$ cat src/rtl/universal_shift_register.sv
// Parametrised universal shift register: hold/load/shift/rotate/clear plus a counted burst engine.
// Optional `USR_PARITY_EN adds a registered even-parity output that tracks q.
module universal_shift_register #(
    parameter int WIDTH = 8,
    parameter int CNT_W = $clog2(WIDTH) + 1
) (
    input  logic             clk,
    input  logic             rst_n,
    input  logic             en,
    input  logic [2:0]       mode,
    input  logic [WIDTH-1:0] d,
    input  logic             sin_l,
    input  logic             sin_r,
    input  logic             start,
    input  logic [CNT_W-1:0] burst_len,
    output logic [WIDTH-1:0] q,
    output logic             sout_msb,
    output logic             sout_lsb,
    output logic             busy,
    output logic             done
`ifdef USR_PARITY_EN
    ,
    output logic             parity
`endif
);

    localparam logic [0:0] ST_IDLE  = 1'b0;
    localparam logic [0:0] ST_BURST = 1'b1;

    localparam logic [2:0] M_LOAD = 3'b001;
    localparam logic [2:0] M_SHL  = 3'b010;
    localparam logic [2:0] M_SHR  = 3'b011;
    localparam logic [2:0] M_ROTL = 3'b100;
    localparam logic [2:0] M_ROTR = 3'b101;
    localparam logic [2:0] M_CLR  = 3'b110;

    logic [0:0]       state_q, state_d;
    logic [WIDTH-1:0] q_q, q_d;
    logic [CNT_W-1:0] cnt_q, cnt_d;
    logic [2:0]       mode_q, mode_d;
    logic             busy_q, busy_d;
    logic             done_q, done_d;
    logic             burst_mode;

    function automatic logic [WIDTH-1:0] apply_op(
        input logic [2:0]       op,
        input logic [WIDTH-1:0] cur,
        input logic [WIDTH-1:0] din,
        input logic             sl,
        input logic             sr
    );
        logic [WIDTH-1:0] nxt;
        case (op)
            M_LOAD:  nxt = din;
            M_SHL:   nxt = {cur[WIDTH-2:0], sr};
            M_SHR:   nxt = {sl, cur[WIDTH-1:1]};
            M_ROTL:  nxt = {cur[WIDTH-2:0], cur[WIDTH-1]};
            M_ROTR:  nxt = {cur[0], cur[WIDTH-1:1]};
            M_CLR:   nxt = '0;
            default: nxt = cur;
        endcase
        return nxt;
    endfunction

    assign burst_mode = (mode >= M_SHL) && (mode <= M_ROTR);

    always_comb begin
        state_d = state_q;
        q_d     = q_q;
        cnt_d   = cnt_q;
        mode_d  = mode_q;
        busy_d  = busy_q;
        done_d  = 1'b0;
        if (en) begin
            case (state_q)
                ST_IDLE: begin
                    if (start && burst_mode) begin
                        mode_d = mode;
                        if (burst_len == '0) begin
                            cnt_d  = '0;
                            done_d = 1'b1;
                        end else begin
                            // First step happens on the start edge, so the counter holds remaining steps.
                            q_d   = apply_op(mode, q_q, d, sin_l, sin_r);
                            cnt_d = burst_len - CNT_W'(1);
                            if (burst_len == CNT_W'(1)) begin
                                done_d = 1'b1;
                            end else begin
                                busy_d  = 1'b1;
                                state_d = ST_BURST;
                            end
                        end
                    end else begin
                        q_d = apply_op(mode, q_q, d, sin_l, sin_r);
                    end
                end
                default: begin
                    q_d   = apply_op(mode_q, q_q, d, sin_l, sin_r);
                    cnt_d = cnt_q - CNT_W'(1);
                    if (cnt_q == CNT_W'(1)) begin
                        busy_d  = 1'b0;
                        done_d  = 1'b1;
                        state_d = ST_IDLE;
                    end
                end
            endcase
        end
    end

    always_ff @(posedge clk or negedge rst_n) begin
        if (!rst_n) begin
            state_q <= ST_IDLE;
            q_q     <= '0;
            cnt_q   <= '0;
            mode_q  <= '0;
            busy_q  <= 1'b0;
            done_q  <= 1'b0;
        end else begin
            state_q <= state_d;
            q_q     <= q_d;
            cnt_q   <= cnt_d;
            mode_q  <= mode_d;
            busy_q  <= busy_d;
            done_q  <= done_d;
        end
    end

`ifdef USR_PARITY_EN
    logic parity_q, parity_d;

    assign parity_d = ^q_d;

    always_ff @(posedge clk or negedge rst_n) begin
        if (!rst_n) begin
            parity_q <= 1'b0;
        end else begin
            parity_q <= parity_d;
        end
    end

    assign parity = parity_q;
`endif

    assign q        = q_q;
    assign sout_msb = q_q[WIDTH-1];
    assign sout_lsb = q_q[0];
    assign busy     = busy_q;
    assign done     = done_q;

endmodule

$ cat config.mk
export PLATFORM = sky130hd
export DESIGN_NAME = universal_shift_register
export DESIGN_NICKNAME = d
export VERILOG_FILES = /design/src/rtl/universal_shift_register.sv
export SDC_FILE = /design/constraint.sdc
export NUM_CORES = 1
export LEC_CHECK = 0
export ABC_CLOCK_PERIOD_IN_PS = 4280
export CORE_UTILIZATION = 55
export CTS_CLUSTER_DIAMETER = 100
export DETAILED_ROUTE_END_ITERATION = 16
export PLACE_DENSITY = 0.91
export SYNTH_ARGS = -nofsm -noshare
export SYNTH_HDL_FRONTEND = slang
export SYNTH_SLANG_ARGS = --single-unit
$ cat constraint.sdc
create_clock -name clk -period 4.28 [get_ports clk]
set_input_delay 0.856 -clock clk [delete_from_list [all_inputs] [get_ports clk]]
set_output_delay 0.856 -clock clk [all_outputs]
set_load 0.05 [all_outputs]
# Yosys cells after proc, flatten, opt, wreduce, memory -nomap -nowiden

Index checks and enable logic that the tools add are counted.

Flip-flop bits (word level): 18
Bits of input ports: 21
Output and inout bits: 12
Word-level logic and storage cells: 62

$add $sub $neg: 2
Order comparisons: 2
Equality and inequality tests: 19
Multiplexer cells: 24
Bitwise logic cells: 1
Reduce and logical (&&, ||, !) cells: 8

Operator list:

| cell                                                                  | number |
|---|---|
| 8-bit one-hot mux with 6 select lines                                 | 2 |
| 8-bit 2-to-1 mux                                                      | 3 |
| 3-bit == test, second input constant                                  | 6 |
| 1-bit 2-to-1 mux                                                      | 16 |
| 3-bit by 2-bit == test with 1-bit output, second input constant       | 4 |
| 4-bit 2-to-1 mux                                                      | 3 |
| 4-bit by 1-bit == test with 1-bit output, second input constant       | 2 |
| 4-bit by 1-bit subtractor with 4-bit output, second input constant    | 2 |
| 7-bit by 1-bit != test with 1-bit output, second input constant       | 1 |
| 3-bit by 1-bit == test with 1-bit output, second input constant       | 2 |
| 3-bit AND reduction                                                   | 2 |
| 5-bit AND reduction                                                   | 1 |
| 4-bit zero test                                                       | 1 |
| 2-bit != test, second input constant                                  | 2 |
| 3-bit by 2-bit >= comparator with 1-bit output, second input constant | 1 |
| 3-bit less-or-equal comparator, second input constant                 | 1 |
| 3-bit != test, second input constant                                  | 1 |
| 1-bit logical AND                                                     | 2 |
| 2-bit by 1-bit != test with 1-bit output, second input constant       | 1 |
| 2-bit AND reduction                                                   | 1 |
| 2-bit nonzero test                                                    | 1 |
| 1-bit NOT                                                             | 1 |

# Logic depth before layout (Yosys ltp)

Depth in word-level cells: 6
Depth in mapped cells: 6
Depth with buffers taken out: 6

# Least setup slack after synthesis

No wires, ideal clock.

Path type: input -> register
From: in mode[1]
To: reg q_q[6] (netlist: q[6])
Setup time: 0.125 ns
Arrival time: 2.032 ns
Data required time: 4.155 ns
Setup slack: 2.123 ns
Cell stages on the path: 5
Buffers on the path: 1
Cell sequence: or2_1 > buf_2 > o2111a_2 > a21o_4 > mux2_4

Cells in the longest elaborated chain, start to end: 5
Elaborated cells between the ends (all ways): 16
Those cells by class: order compare: 2; eq/ne: 7; mux: 4; reduce/logical: 3

Ends and longest elaborated chain:

| item                                                                              | RTL line | source |
|---|---|---|
| start, declared                                                                   | 10       | `input logic [2:0] mode,` |
| 3-bit by 2-bit >= comparator with 1-bit output (tied with other cells)            | 65       | `assign burst_mode = (mode >= M_SHL) && (mode <= M_ROTR);` |
| 1-bit logical AND / 8-bit one-hot mux with 6 select lines (equally long branches) | 65, 53   |  |
| 1-bit logical AND / 8-bit 2-to-1 mux (equally long branches)                      | 77, 79   |  |
| 3-bit != test (no source line) / 8-bit 2-to-1 mux (equally long branches)         | n/a      |  |
| 3-bit AND reduction (no source line) / 8-bit 2-to-1 mux (equally long branches)   | n/a      |  |
| end signal, assigned                                                              | 120      | `q_q <= q_d;` |
| end, declared                                                                     | 38       | `logic [WIDTH-1:0] q_q, q_d;` |

Several ways; a longest one is shown, not always the timed one. The select of a mux whose other input is x is not followed.
A chain may end at the register's enable or synchronous reset.

# Final worst setup path

Ends and elaborated chain as after synthesis.

==> impl_metrics.env <==
export IMPL_drc=0
export IMPL_critPathKind="primary input to register"
export IMPL_cts_tree="built"
export IMPL_report_final_hold_viol_count=0
export IMPL_grt_first_pass_wirelength_um=7220
export IMPL_rows=19
export IMPL_ir_drop_v=0.000567
export IMPL_cts_root_buf="clkbuf_4"
export IMPL_first_pass_iters=5
export IMPL_clock_sinks=18
export IMPL_antennaDiodeCount=0
export IMPL_slowest_stage="clkdlybuf4s50_1"
export IMPL_clk_path_buf_depth=2
export IMPL_synth_cell_types=58
export IMPL_period_needed_ns=2.68
export IMPL_clk_pin_slew_ns=0.12
export IMPL_viasPerCell=6.99
export IMPL_start_util_pct=57.8
export IMPL_num_nets_final=233
export IMPL_gp_congestion=0.975
export IMPL_rsz0062_at_grt="no"
export IMPL_clock_latency_ns=0.31
export IMPL_synth_seq_area_share_pct=28.5
export IMPL_synth_edff_count=0
export IMPL_synthFlopType="dfrtp_1"
export IMPL_synth_cells=188
export IMPL_htreeDepth=1
export IMPL_status="finished clean"
export IMPL_synth_top_area_cell="dfrtp_1"
export IMPL_syn_area_sq_um=1580
export IMPL_hold_buffers=0
export IMPL_critPathMaxFanout=14
export IMPL_tns_ns=0
export IMPL_max_cap_violations=0
export IMPL_synthTopCellsByArea="dfrtp_1 (28%), a21oi_1 (6.6%), o21ai_0 (4.1%), a211oi_1 (3.3%), a21o_1 (3.3%)"
export IMPL_numPortBuffers=32
export IMPL_slew_violations=0
export IMPL_period_share_pct=62.7
export IMPL_whs_ns=0.532
export IMPL_cts_setup_buffers=0
export IMPL_instances_no_fill=240
export IMPL_final_area_sq_um=1910
export IMPL_finalSetupViolCount=0
export IMPL_r2r_slack_ns=1.99
export IMPL_track_usage_pct=29.8
export IMPL_cts_buffers=3
export IMPL_grt_overflow_total=0
export IMPL_start_kind="primary input"
export IMPL_drive_above_1_share_pct=8.61
export IMPL_cp_data_required_time_ns=4.50
export IMPL_async_reset_ff_share_pct=100
export IMPL_dp_hpwl_um=3130
export IMPL_antenna_found_initial=0
export IMPL_slowest_delay_ns=0.65
export IMPL_grt_max_degree=28
export IMPL_cp_end_kind="register"
export IMPL_synth_common_cells="a21oi_1 (21), dfrtp_1 (18), o21ai_0 (13)"
export IMPL_fp_dieW_um=55.6
export IMPL_place_area_sq_um=1870
export IMPL_fmax_mhz=373
export IMPL_vias=1678
export IMPL_ys_ff_latch=18
export IMPL_area_growth_pct=20.6
export IMPL_fin_util_pct=69.7
export IMPL_ioPinCount=33
export IMPL_dp_cells=236
export IMPL_grt_pass1_vias=1489
export IMPL_die_h_um=55.6
export IMPL_n_fill_cell=218
export IMPL_finClkSkew_ns=0.0144
export IMPL_dp_slack_ns=1.29
export IMPL_syn_area_per_cell_sq_um=8.41
export IMPL_die_area_sq_um=3090
export IMPL_hold_path_class="register to register"
export IMPL_yosysMostFrequentCell="a21oi_1"
export IMPL_synth_top_cell_area_share_pct=28.5
export IMPL_leakage_nw=0.757
export IMPL_totalWireLength_um=4440
export IMPL_avgRoutedWirePerCell_um=18.5
export IMPL_power_mw=1.39
export IMPL_path_cells="clkdlybuf4s50_1 > or2_1 > o2111a_2 > a21o_4 > mux2_4"
export IMPL_design_core_area_sq_um=2730
export IMPL_fin_ws_ns=1.60
export IMPL_synth_warnings=0
export IMPL_critPathArrivalTime_ns=2.90
export IMPL_synth_nets=211
export IMPL_worst_pin_slew_ns=0.901
export IMPL_max_slew_margin_pct=39.9
export IMPL_drt_iter0_drc=139
export IMPL_cts_resized=0
export IMPL_powerDensity_nw_per_um2=727
export IMPL_ant_nets=0
-- logic make-up after synthesis --
kind of cell    synth area share (%)
xor+xnor                        1.11
flops                           28.5
buf+inv                         6.57
simple gates                    17.6
compound gates                  41.8
fa+ha+maj                       2.85
mux                             1.66
-- worst paths after layout --
path | from | to | cells past startpoint
hold / removal | busy | busy | 2
hold reg to reg | busy | busy | 2
max in group asynchronous | rst_n | cnt_q[1] | 1
min in group asynchronous | rst_n | q[1] | 1
setup reg to reg | state_q | q[6] | 4
setup / recovery | mode[1] | q[6] | 5
-- sequential cells by signal, indices dropped and copies added, names as in the netlist --
name / cells
done: 1
cnt_q: 4
mode_q: 3
state_q: 1
q: 8
busy: 1
-- worst max-delay path, delay by kind of cell --
| kind | cells | cell delay (ns) |
|---|---|---|
| AO/OA/AOI/OAI | 2 | 0.62 |
| multiplexers | 1 | 0.30 |
| AND/OR/NAND/NOR | 1 | 0.46 |
| buffers and inverters | 1 | 0.65 |
-- routing by layer --
layer	global-route usage (%)	vias up	wire, um	share of wire, %
li1	-	773	-	-
met1	40.9	792	1930	43
met2	47.7	99	2060	46
met3	3.49	14	346	7.8
met4	12.9	0	102	2.3
met5	0	-	0	0
-- layout by cell type, fill, tap and decap left out, types with 3 or more instances in the layout --
| cell type | synthesis | final |
|---|---|---|
| a211o_1 | 5 | 5 |
| clkdlybuf4s50_1 | 0 | 32 |
| a21oi_1 | 21 | 21 |
| inv_1 | 9 | 9 |
| nor3b_1 | 3 | 3 |
| a21o_1 | 7 | 7 |
| clkbuf_4 | 0 | 3 |
| nand2_1 | 8 | 8 |
| nor2_1 | 5 | 5 |
| nand3_1 | 6 | 6 |
| dfrtp_1 | 18 | 18 |
| o21ai_0 | 13 | 13 |
| o211ai_1 | 6 | 6 |
| a31oi_1 | 7 | 7 |
| a211oi_1 | 7 | 7 |
| a221o_1 | 5 | 5 |
| o21bai_1 | 3 | 3 |
-- power breakdown --
group / switching, mW / internal, mW
clock: 0.0606 / 0.0520
combinational: 0.459 / 0.356
sequential: 0.210 / 0.249
-- layout make-up --
class	count	area (sq um)	area share, %
Timing Repair Buffer	32	320	16.8
Multi-Input combinational cell	146	1030	53.9
Clock buffer	4	36.3	1.90
Tap cell	31	38.8	2.03
Sequential cell	18	450	23.6
Inverter	9	33.8	1.77
Note: power is estimated with default switching activity, not from simulation.
